## src/rtl/w_ptr_full_gen.sv

```systemverilog
// Write-side pointer and full-flag generator for the 10-deep Johnson-coded FIFO.
// Produces the write strobe/address, Johnson write pointer and full/almost-full/level/overflow status.
module w_ptr_full_gen #(
    parameter int SIZE     = 4,
    parameter int AF_LEVEL = 7
) (
    input  logic            CLK,
    input  logic            RST,
    input  logic            INC,
    input  logic [SIZE:0]   R_PTR,
    output logic            W_EN,
    output logic [SIZE-1:0] W_ADDR,
    output logic [SIZE:0]   W_PTR,
    output logic            W_FULL,
    output logic            W_AFULL,
    output logic [SIZE-1:0] W_LEVEL,
    output logic            W_OVF
);

    localparam int              DEPTH     = 2 * (SIZE + 1);
    localparam logic [SIZE:0]   DEPTH_P   = (SIZE+1)'(DEPTH);
    localparam logic [SIZE:0]   AF_P      = (SIZE+1)'(AF_LEVEL);
    localparam logic [SIZE-1:0] LAST_ADDR = SIZE'(DEPTH - 1);

    logic [SIZE:0]   rq1;
    logic [SIZE:0]   rq2;
    logic [SIZE:0]   ptr_nxt;
    logic [SIZE-1:0] addr_nxt;
    logic [SIZE:0]   level_nxt;
    logic            full_nxt;
    logic            afull_nxt;

    function automatic logic [SIZE:0] johnson_succ(input logic [SIZE:0] p);
        return {p[SIZE-1:0], ~p[SIZE]};
    endfunction

    // Position of a Johnson code in the sequence; illegal codes decode by the same rule.
    function automatic logic [SIZE:0] johnson_index(input logic [SIZE:0] p);
        logic [SIZE:0] ones;
        ones = '0;
        for (int i = 0; i <= SIZE; i++) begin
            ones = ones + {{SIZE{1'b0}}, p[i]};
        end
        return p[SIZE] ? (DEPTH_P - ones) : ones;
    endfunction

    assign W_EN = INC & ~W_FULL & ~RST;

    always_comb begin
        ptr_nxt   = W_PTR;
        addr_nxt  = W_ADDR;
        if (W_EN) begin
            ptr_nxt  = johnson_succ(W_PTR);
            addr_nxt = (W_ADDR == LAST_ADDR) ? '0 : W_ADDR + SIZE'(1);
        end
        level_nxt = johnson_index(ptr_nxt) + DEPTH_P - johnson_index(rq2);
        if (level_nxt >= DEPTH_P) begin
            level_nxt = level_nxt - DEPTH_P;
        end
        full_nxt  = (johnson_succ(ptr_nxt) == rq2);
        afull_nxt = (level_nxt >= AF_P);
    end

    // Status is recomputed every edge so read-side progress is seen without a write.
    always_ff @(posedge CLK) begin
        if (RST) begin
            rq1     <= '0;
            rq2     <= '0;
            W_ADDR  <= '0;
            W_PTR   <= '0;
            W_LEVEL <= '0;
            W_FULL  <= 1'b0;
            W_AFULL <= 1'b0;
            W_OVF   <= 1'b0;
        end else begin
            rq1     <= R_PTR;
            rq2     <= rq1;
            W_ADDR  <= addr_nxt;
            W_PTR   <= ptr_nxt;
            W_LEVEL <= level_nxt[SIZE-1:0];
            W_FULL  <= full_nxt;
            W_AFULL <= afull_nxt;
            if (INC && W_FULL) begin
                W_OVF <= 1'b1;
            end
        end
    end

endmodule
```

## config.mk

```make
export PLATFORM = sky130hd
export DESIGN_NAME = w_ptr_full_gen
export DESIGN_NICKNAME = d
export VERILOG_FILES = /design/src/rtl/w_ptr_full_gen.sv
export SDC_FILE = /design/constraint.sdc
export NUM_CORES = 1
export LEC_CHECK = 0
export BUFFER_PORTS_ARGS = -buffer_cell sky130_fd_sc_hd__buf_2
export CAP_MARGIN = 20
export CORE_UTILIZATION = 55
export CTS_BUF_LIST = sky130_fd_sc_hd__clkbuf_8
export CTS_CLUSTER_SIZE = 8
export DETAILED_ROUTE_END_ITERATION = 7
export PLACE_DENSITY = 0.8
export SYNTH_ARGS = -nofsm -noshare
export SYNTH_HDL_FRONTEND = slang
export SYNTH_SLANG_ARGS = --single-unit
export TNS_END_PERCENT = 1
```

## constraint.sdc

```tcl
create_clock -name CLK -period 12 [get_ports CLK]
set_input_delay 3 -clock CLK [delete_from_list [all_inputs] [get_ports CLK]]
set_output_delay 3 -clock CLK [all_outputs]
set_load 0.005 [all_outputs]
```

Word-level counts from Yosys, hierarchy flattened
Index checks and enable logic that the tools add are counted.
Widths: inputs -> output; s select.
{"block": "totals", "regBits": 26, "inputBits": 8, "word_cells": 38}
{"block": "classes", "add_sub_neg": 14, "magnitude_cmp": 2, "eq_ne": 2, "mux": 5, "n_bitwise": 6, "n_reduce_logical": 1}
{"op": "$mux 5", "count": 4}
{"op": "$add 4x1->5", "count": 2}
{"op": "$sub 4x5->5 const A", "count": 2}
{"op": "$add 3x1->4", "count": 2}
{"op": "$add 2x1->3", "count": 2}
{"op": "$add 5x4->5 const B", "count": 1}
{"op": "$eq 5x5->1", "count": 1}
{"op": "$ge 5x3->1 const B", "count": 1}
{"op": "$ge 5x4->1 const B", "count": 1}
{"op": "$sub 5x4->5 const B", "count": 1}
{"op": "$sub 5x5->5", "count": 1}
{"op": "$add 1x1->2", "count": 2}
{"op": "$add 4x1->4 const B", "count": 1}
{"op": "$eq 4x4->1 const B", "count": 1}
{"op": "$mux 4", "count": 1}
{"op": "$not 1->1", "count": 4}
{"op": "$and 1x1->1", "count": 2}
{"op": "$logic_and 1x1->1", "count": 1}

Longest topological paths before layout
Gate-level depths: netlist (run 1).
{"block": "logic_depth", "word_depth": 15, "ltp_mapped": 19, "ltp_nobuf": 17}

Least setup slack after synthesis (run 1)
No wires, ideal clock.
{"block": "synth_timing", "path_type": "in2reg", "start": "input RST", "end": "register W_AFULL", "setup_time_ns": 0.126, "t_arrival_ns": 7.204, "t_required_ns": 11.874, "setup_slack_ns": 4.670, "path_stages": 18, "path_cell_list": "buf_6 > nor3b_4 > buf_6 > mux2i_1 > fa_1 > fa_1 > fa_1 > mux2i_1 > ha_1 > inv_1 > ha_1 > fa_1 > inv_1 > ha_1 > o21ai_0 > a2bb2o_1 > mux2i_1 > o2bb2ai_1"}
{"block": "synth_via", "elab_chain_cells": 14, "word_cells_on_any_way": 15, "classes_between": "add/sub: 8; order compare: 2; mux: 3; bitwise: 2"}
{"element": "from (decl)", "line": "8", "rtl": "input logic RST,"}
{"element": "$not 1->1 *", "line": "47", "rtl": "assign W_EN = INC & ~W_FULL & ~RST;"}
{"element": "$and 1x1->1 *", "line": "47"}
{"element": "via W_EN", "line": "11", "rtl": "output logic W_EN,"}
{"element": "$mux 5 *", "line": "52", "rtl": "if (W_EN) begin"}
{"element": "$add 1x1->2", "line": "42", "rtl": "ones = ones + {{SIZE{1'b0}}, p[i]};"}
{"element": "$add 2x1->3", "line": "42"}
{"element": "$add 3x1->4", "line": "42"}
{"element": "$add 4x1->5", "line": "42"}
{"element": "$sub 4x5->5", "line": "44", "rtl": "return p[SIZE] ? (DEPTH_P - ones) : ones;"}
{"element": "$mux 5 *", "line": "44"}
{"element": "$add 5x4->5 *", "line": "56", "rtl": "level_nxt = johnson_index(ptr_nxt) + DEPTH_P - johnson_index(rq2);"}
{"element": "$sub 5x5->5 *", "line": "56"}
{"element": "$sub 5x4->5 / $ge 5x4->1 (equally long branches)", "line": "58, 57"}
{"element": "$mux 5 *", "line": "57", "rtl": "if (level_nxt >= DEPTH_P) begin"}
{"element": "$ge 5x3->1 *", "line": "61", "rtl": "afull_nxt = (level_nxt >= AF_P);"}
{"element": "to (signal assigned)", "line": "82", "rtl": "W_AFULL <= afull_nxt;"}
{"element": "to (decl)", "line": "15", "rtl": "output logic W_AFULL,"}
Mark *: on every way through the listed nets, which the timed path passes. The rest lies on a longest branch.
A chain may end at the register's enable or synchronous reset.

Worst setup path in the final report (run 1)
{"block": "layout_timing", "start": "input RST", "end": "register W_AFULL"}
{"block": "layout_via", "elab_chain_cells": 14, "word_cells_on_any_way": 15, "classes_between": "add/sub: 8; order compare: 2; mux: 3; bitwise: 2"}
{"element": "$not 1->1", "line": "47"}
{"element": "$and 1x1->1", "line": "47"}
{"element": "$mux 5", "line": "52"}
{"element": "$add 1x1->2", "line": "42"}
{"element": "$add 2x1->3", "line": "42"}
{"element": "$add 3x1->4", "line": "42"}
{"element": "$add 4x1->5", "line": "42"}
{"element": "$sub 4x5->5", "line": "44"}
{"element": "$mux 5", "line": "44"}
{"element": "$add 5x4->5", "line": "56"}
{"element": "$sub 5x5->5", "line": "56"}
{"element": "$sub 5x4->5 / $ge 5x4->1 (equally long branches)", "line": "58, 57"}
{"element": "$mux 5", "line": "57"}
{"element": "$ge 5x3->1", "line": "61"}
Parallel ways exist; a longest one is shown, timed or not.

==> results of run 1 <==
==> final cells by class <==
type | count | area [µm²] | area share, %
Clock inverter | 1 | 30.0 | 1.83
Sequential cell | 26 | 520 | 31.7
Timing Repair Buffer | 24 | 120 | 7.32
Clock buffer | 3 | 41.3 | 2.52
Inverter | 16 | 60.1 | 3.66
Multi-Input combinational cell | 101 | 831 | 50.6
Tap cell | 30 | 37.5 | 2.29
==> metal layers <==
| metal | vias to the layer above | part of all wire, % | wire length (µm) | GRT usage, % |
|---|---|---|---|---|
| met3 | 6 | 5.0 | 126 | 6.03 |
| met5 | - | 0 | 0 | 0 |
| met1 | 483 | 43 | 1080 | 23.2 |
| met4 | 0 | 0.88 | 22 | 4.82 |
| li1 | 526 | - | - | - |
| met2 | 32 | 51 | 1280 | 37.8 |
==> stage by stage <==
step           cells  hold WS [ps]  setup WS, ps  cell area [µm²]
2_1_floorplan    147           411          4670             1440
3_3_place_gp     197           415          4040             1570
3_5_place_dp     197           419          3860             1570
4_1_cts          201           440          4130             1640
5_1_grt          201           457          3880             1640
6_report         201           443          4110             1640
==> layout by cell type, fill, tap and decap left out <==
master and instances:
sky130_fd_sc_hd__dfxtp_1 26, sky130_fd_sc_hd__buf_2 24, sky130_fd_sc_hd__inv_1 16, sky130_fd_sc_hd__nor2_1 13, sky130_fd_sc_hd__mux2i_1 10, sky130_fd_sc_hd__nor2b_1 10
sky130_fd_sc_hd__ha_1 10, sky130_fd_sc_hd__nand2_1 8, sky130_fd_sc_hd__fa_1 7, sky130_fd_sc_hd__a21oi_1 6, sky130_fd_sc_hd__xor2_1 6, sky130_fd_sc_hd__o21ai_0 4
sky130_fd_sc_hd__xnor2_1 3, sky130_fd_sc_hd__nand3_1 3, sky130_fd_sc_hd__and2b_1 3, sky130_fd_sc_hd__clkbuf_8 3, sky130_fd_sc_hd__and3_1 2, sky130_fd_sc_hd__a211oi_1 2
sky130_fd_sc_hd__nor3b_4 1, sky130_fd_sc_hd__nor2_2 1, sky130_fd_sc_hd__a21oi_4 1, sky130_fd_sc_hd__nand2b_1 1, sky130_fd_sc_hd__nand3b_1 1, sky130_fd_sc_hd__o31ai_1 1
sky130_fd_sc_hd__a2bb2o_1 1, sky130_fd_sc_hd__mux2_2 1, sky130_fd_sc_hd__nor4_2 1, sky130_fd_sc_hd__or2_1 1, sky130_fd_sc_hd__nor4_1 1, sky130_fd_sc_hd__and2_1 1
sky130_fd_sc_hd__o2bb2ai_1 1, sky130_fd_sc_hd__or3_1 1, sky130_fd_sc_hd__bufinv_16 1
==> power breakdown <==
group	switching, µW	internal, µW
Sequential	3.42	94.1
Combinational	30.6	25.2
Clock	27.2	44.6
==> worst reg2reg max path, cell delays in order (launching register included) <==
cell	delay [ps]
sky130_fd_sc_hd__dfxtp_1	360
sky130_fd_sc_hd__nor3b_4	630
sky130_fd_sc_hd__mux2i_1	470
sky130_fd_sc_hd__fa_1	500
sky130_fd_sc_hd__fa_1	530
sky130_fd_sc_hd__fa_1	510
sky130_fd_sc_hd__mux2i_1	70
sky130_fd_sc_hd__ha_1	280
sky130_fd_sc_hd__inv_1	40
sky130_fd_sc_hd__ha_1	210
sky130_fd_sc_hd__fa_1	500
sky130_fd_sc_hd__inv_1	110
sky130_fd_sc_hd__ha_1	220
sky130_fd_sc_hd__o21ai_0	100
sky130_fd_sc_hd__a2bb2o_1	320
sky130_fd_sc_hd__mux2i_1	140
sky130_fd_sc_hd__o2bb2ai_1	120
==> how the worst max path moves through the flow <==
stage	startpoint	endpoint	slack [ps]	depth (start not counted)
3_3_place_gp	RST	W_AFULL	4040	17
3_5_place_dp	RST	W_AFULL	3860	17
4_1_cts	RST	W_AFULL	4130	17
2_1_floorplan	RST	W_AFULL	4670	18
6_report	RST	W_AFULL	4110	17
5_1_grt	RST	W_AFULL	3880	17
==> state kept, by name, summed over array words and instances, names as in the netlist <==
| register | flops |
|---|---|
| W_ADDR | 4 |
| W_FULL | 1 |
| rq1 | 5 |
| W_AFULL | 1 |
| rq2 | 5 |
| W_PTR | 5 |
| W_OVF | 1 |
| W_LEVEL | 4 |
==> cell families (layout without fill, tap and decap cells) <==
kind of cell | Yosys count | in the layout | synth area share, %
adders and majority gates | 17 | 17 | 18.4
xor gates and xnor gates | 9 | 9 | 5.47
muxes | 11 | 11 | 7.73
and+or+nand+nor | 48 | 48 | 18.6
DFF | 26 | 26 | 36.1
AOI/OAI and AO/OA | 16 | 16 | 7.47
buffers and inverters | 20 | 44 | 6.25
==> metrics list, run 1 <==
- The run finished with clean final reports.
- Final-report max-slew violation count: 0
* Nature of the critical path endpoint: flop
- The worst register-to-register path ends at W_AFULL.
- The critical path is of the input pin to flop type.
- Syn Inst Count: 147
- Number of buffers inserted to repair setup after CTS: 0
* Total number of placement rows: 18
- Synth Register Bits: 26
- In this run the clock root is driven by a sky130_fd_sc_hd__clkbuf_8.
- The number of buffers and inverters on the critical path is 3.
- Based on the critical path, the design can be clocked at up to 127 MHz.
- Cells with a size suffix above 1 make up 19.3% of the layout.
- The tool flagged a number of max-cap violations equal to 0.
- After layout, the design draws a total of 225 µW.
- Die extent in x: 53.2 µm
* Slowest CP cell: sky130_fd_sc_hd__nor3b_4
- Effective utilization at floorplan: 58.2%
- The number of antenna violations at the first check in global routing is 0.
- Buffers added on ports: 24
- Startpoint type of the worst setup path: input pin
- Number of cells on the worst reg-to-reg path: 16
- Total routed wirelength: 2.51 mm
- Clk slew on worst S/H paths: 90 ps
* Slew at the pin closest to its max-slew limit: 706 ps
- Number of gates resized after cts: 0
- In this run the remaining antenna-violating nets after routing total 0.
- Cell-by-cell trace of the critical path: buf_2, nor3b_4, mux2i_1, fa_1, fa_1, fa_1, mux2i_1, ha_1, inv_1, ha_1, fa_1, inv_1, ha_1, o21ai_0, a2bb2o_1, mux2i_1, o2bb2ai_1
* Max Fanout on Critical Path: 27
- The worst pin sits at a relative slew slack of 52.9%.
- Clock insertion delay at the later pin of the skew report: 270 ps
- Leak: 0.000792 µW
- At the end of routability-driven placement, the weighted congestion stood at 0.804.
- The Yosys step of the flow raised 0 warnings.
- Ratio of routed vias to standard cells: 5.21
- The first global-routing pass estimated 4.20 mm of wire.
- Detailed-placement wirelength estimate: 1.91 mm
- Entering global routing, the biggest net connects 28 pins.
- Between clock sinks in the finished design, the worst skew comes to 3.76 ps.
* Top-count cell post-synth: sky130_fd_sc_hd__dfxtp_1
- Global routing used 20.6% of the available tracks across all layers.
- The synthesized netlist occupies a cell area of 1440 µm².
* Total clock sinks: 26
* Cts bufs inserted: 3
* Number of nets in the layout: 197
- In this run the count of I/O pins placed on the die edge is 25.
* RSZ-0062 raised after global routing: false
- Fraction of synthesized cell area taken by the top area cell type: 36.1%
* Critical hold path startpoint: rq1[1]
- Required arrival time at the worst endpoint: 12150 ps
- Across all layers, the routed design uses 1047 vias.
- On the worst path, the slowest cell contributes a delay of 660 ps.
* Number of buffers on the longest clock path: 2
- Total power per unit cell area: 137 nW/µm²
- The worst hold path belongs to the class flop to flop.
- Number of different library cells in the post-synthesis netlist: 32
- Number of global-route vias before repair: 1022
- 0 antenna diodes ended up in the layout.
- After synthesis, the share of flip-flops with an asynchronous set or reset is 0%.
* Depth of the worst hold-timing path: 1
- Average cell area after synthesis: 9.81 µm²
- Reg-to-Reg Start: W_FULL
- Fin crit share: 65.8%
- Number of hold buffers added after cts: 0
* Sum of negative setup slack: 0 ps
- Global route total overflow: 0
- Setup violations remaining at the end of the flow were counted as 0.
- CTS built an H-tree with a depth of 1.
* Cell type contributing the most total cell area after synthesis: sky130_fd_sc_hd__dfxtp_1
- Broken down by cell family, the worst path's largest delay share belongs to adder cells.
- Peak supply drop: 0.154 mV
- TritonCTS built the clock tree.
* Count of filler cells inserted in the layout: 214
- The area growth from synthesis to layout is 13.8%.
- Yosys mapped a number of flops with a built-in enable equal to 0.
- The most numerous cell type found on the critical path is sky130_fd_sc_hd__fa_1.
- The worst path in the final design needs a cycle of 7890 ps, including I/O delays and setup.
- R2r setup slk: 6770 ps
* Total Die Area: 2830 µm²
- Among all flip-flop cells after synthesis, the most frequent one is sky130_fd_sc_hd__dfxtp_1.
- Count of unresolved DRC violations after routing: 0
- Sequential-to-total area share from yosys stat: 36.1%
- Pre-antenna DRT Iters: 4
- Utilization after layout: 66.2%
- Worst-case hold path end point: rq2[1]
- Worst Path Arrival: 8040 ps
- DRC marker count from the first detailed-route iteration: 5
- Nets in the synthesized netlist: 172
- The floorplan step set the die height to 53.2 µm.
* Post-detailed-route wirelength per cell: 12.5 µm
- Number of hold violations in the final report: 0
* Commonest cells in the netlist: sky130_fd_sc_hd__dfxtp_1, sky130_fd_sc_hd__inv_1, sky130_fd_sc_hd__nor2_1
* Largest cells by area after synthesis: sky130_fd_sc_hd__dfxtp_1, sky130_fd_sc_hd__fa_1, sky130_fd_sc_hd__ha_1, sky130_fd_sc_hd__mux2i_1, sky130_fd_sc_hd__nor2b_1
- Area of the core: 2480 µm²
(Power assumes the default switching activity.)
==> inputs of run 2 (changes only) <==
Settings changed: CORE_UTILIZATION 55 to 52, PLACE_DENSITY 0.8 to 0.79.
Clock period 12 ns to 6.6 ns, I/O delays scaled along.
==> metrics list, run 2 (same netlist as run 1, synthesis figures left out) <==
- Result of the run: finished, final reports clean (unchanged).
* GR Layer Usage met1: 25.9% (was 23.2%)
* Worst min-delay path class: flop to flop (unchanged)
- The via density per instance is 5.08 (was 5.21).
- Final Total Pwr: 412 µW (was 225 µW)
* Sum of negative setup slack: 0 ps (unchanged)
- The height of the chip was 54.7 µm (was 53.2 µm).
* Clock insertion delay at the later pin of the skew report: 280 ps (was 270 ps)
- GR Layer Usage met2: 32.1% (was 37.8%)
* Total clock sinks: 26 (unchanged)
- DRC marker count from the first detailed-route iteration: 14 (was 5)
* Proportion of power drawn by flip-flops and latches: 42.9% (was 43.3%)
* Antenna violation net count after detailed routing: 0 (unchanged)
* Total Die Area: 2990 µm² (was 2830 µm²)
- Registers with the most flip-flops: W_PTR (5), rq1 (5), rq2 (5) (unchanged).
* Internal power: 300 µW (was 164 µW)
* Worst Skew: 2.91 ps (was 3.76 ps)
* Final-report max-slew violation count: 0 (unchanged)
- Number of buffers on the longest clock path: 2 (unchanged)
* Clk slew on worst S/H paths: 90 ps (about the same)
- Switching fraction of total power: 27.3% (was 27.2%)
* Maximum number of pins on one net before global-route repair: 27 (was 28)
- Die extent in x: 54.7 µm (was 53.2 µm)
* First-pass GRT wire length: 4.17 mm (was 4.20 mm)
* Placer Congestion: 0.778 (was 0.804)
- The most frequent standard cell in the layout excluding fill and tap cells was sky130_fd_sc_hd__dfxtp_1 (unchanged).
* Clock Power Share: 32.3% (was 31.9%)
- Startpoint type of the worst setup path: input pin (unchanged)
- Effective utilization at floorplan: 56.6% (was 58.2%)
- The combinational fraction of design power was 24.8% (about the same).
* Total number of placement rows: 18 (unchanged)
- Worst Path Arrival: 6130 ps (was 8040 ps)
- Achievable Freq: 168 MHz
- RSZ-0062 raised after global routing: false (unchanged).
* Number of nets in the layout: 200 (was 197)
- The post-CTS setup buffer count was 0 (unchanged).
- Required arrival time at the worst endpoint: 6770 ps (was 12150 ps)
- The layer carrying the most global-route usage is met2 (unchanged).
* Count of filler cells inserted in the layout: 204 (was 214)
- The power density normalized to cell area is 248 nW/µm² (was 137 nW/µm²).
* Total routed wirelength: 2.49 mm (was 2.51 mm)
- The number of remaining DRC errors was 0 (unchanged).
- Vias: 1036 (was 1047)
- The critical path start-end classification is input pin to flop (unchanged).
- The worst slew slack as a fraction of its limit came to 72.9% (was 52.9%).
- The clock tree from TritonCTS was yes (unchanged).
- The highest fanout seen on the critical path is 5 (was 27).
* Peak supply drop: 0.211 mV (was 0.154 mV)
* GR met3 Demand/Resource: 3.33% (was 6.03%)
- The number of global-route vias before repair was 976 (was 1022).
* Maximum capacitance violations: 0 (unchanged)
- The smallest clock period supported by the final layout is computed as 5970 ps.
- Global route total overflow: 0 (unchanged)
- The number of buffers created by CTS came to 3 (unchanged).
* Pre-antenna DRT Iters: 4 (unchanged)
* Final setup violation count: 0 (unchanged)
* Detailed-placement wirelength estimate: 1.94 mm (was 1.91 mm)
- The I/O pin count is 25 (unchanged).
- Fin crit share: 90.4%
- Slew at the pin closest to its max-slew limit: 395 ps (was 706 ps)
- Buffers added on ports: 24 (unchanged)
- The quantity of hold-fixing buffers added after cts came to 0 (unchanged).
- The number of failing hold endpoints at the final stage is 0 (unchanged).
- The fraction of final layout cells sized beyond drive strength 1 came to 20.7% (was 19.3%).
* Commonest cells after routing, fill and taps aside: sky130_fd_sc_hd__dfxtp_1, sky130_fd_sc_hd__buf_2, sky130_fd_sc_hd__inv_1, sky130_fd_sc_hd__nor2_1 (unchanged)
- # diodes: 0 (unchanged)
- Number of gates resized after cts: 0 (unchanged)
* Area growth, synth to finish: 15.4% (was 13.8%)
- The core region area is 2540 µm² (was 2480 µm²).
- Tot GR Track Use: 20.0% (was 20.6%)
* Leak: 0.000807 µW (was 0.000792 µW)
- Initial antenna violation count: 0 (unchanged)
- The net load switching power was 112 µW (was 61.2 µW).
- Clock tree root driver cell: sky130_fd_sc_hd__clkbuf_8 (unchanged)
* Number of levels in the clock H-tree: 1 (unchanged)
- Nature of the critical path endpoint: flop (unchanged)
- Post-detailed-route wirelength per cell: 12.2 µm (was 12.5 µm)
run 2: changes by cell type in the layout (fill, tap and decap cells not counted):
cell                    before  now
sky130_fd_sc_hd__buf_4       0    3
run 2: power by group through the flow:
| stage | sequential (µW) | combinational [µW] | clock, µW |
|---|---|---|---|
| finish | 177 | 102 | 133 |
| global route | 179 | 117 | 143 |
| CTS | 177 | 102 | 136 |
| detailed placement | 180 | 102 | 0 |
| global placement | 180 | 96.7 | 0 |
| floorplan | 182 | 71.2 | 0 |
run 2: path summary, 6_finish.rpt:
check,slack (ps),from,to,cells past startpoint
max,630,RST,W_AFULL,17
min,440,rq1[4],rq2[4],1
max reg2reg,1730,W_FULL,W_AFULL,16
min reg2reg,440,rq1[4],rq2[4],1
run 2: cell type report:
class                           count  area, µm²  area share [%]
Multi-Input combinational cell    101        831            50.0
Sequential cell                    26        520            31.3
Tap cell                           30       37.5            2.26
Inverter                           16       60.1            3.61
Clock inverter                      1       30.0            1.81
Clock buffer                        3       41.3            2.48
Timing Repair Buffer               27        143            8.58
run 2: through the flow:
step                instances  hold slack [ps]  setup slack [ps]  instance area [µm²]  util [%]
global route              204              464               352                 1660      65.3
detailed placement        200              421               341                 1590      62.5
finish                    204              439               633                 1660      65.3
CTS                       204              444               644                 1660      65.3
global placement          200              413               519                 1590      62.5
floorplan                 147              411               620                 1440         -
run 2: worst max-delay path: stages:
cell                        delay (ps)
sky130_fd_sc_hd__buf_2             130
sky130_fd_sc_hd__nor3b_4           300
sky130_fd_sc_hd__mux2i_1           430
sky130_fd_sc_hd__fa_1              490
sky130_fd_sc_hd__fa_1              520
sky130_fd_sc_hd__fa_1              500
sky130_fd_sc_hd__mux2i_1            80
sky130_fd_sc_hd__ha_1              290
sky130_fd_sc_hd__inv_1              40
sky130_fd_sc_hd__ha_1              210
sky130_fd_sc_hd__fa_1              510
sky130_fd_sc_hd__inv_1             100
sky130_fd_sc_hd__ha_1              210
sky130_fd_sc_hd__o21ai_0            90
sky130_fd_sc_hd__a2bb2o_1          310
sky130_fd_sc_hd__mux2i_1           140
sky130_fd_sc_hd__o2bb2ai_1         120
run 2: routing by layer:
metal / vias up / wire length (µm) / share of wire (%)
met4: 0 / 55 / 2.2
li1: 530 / - / -
met2: 26 / 1160 / 47
met5: - / 0 / 0
met1: 473 / 1180 / 47
met3: 7 / 99 / 4.0
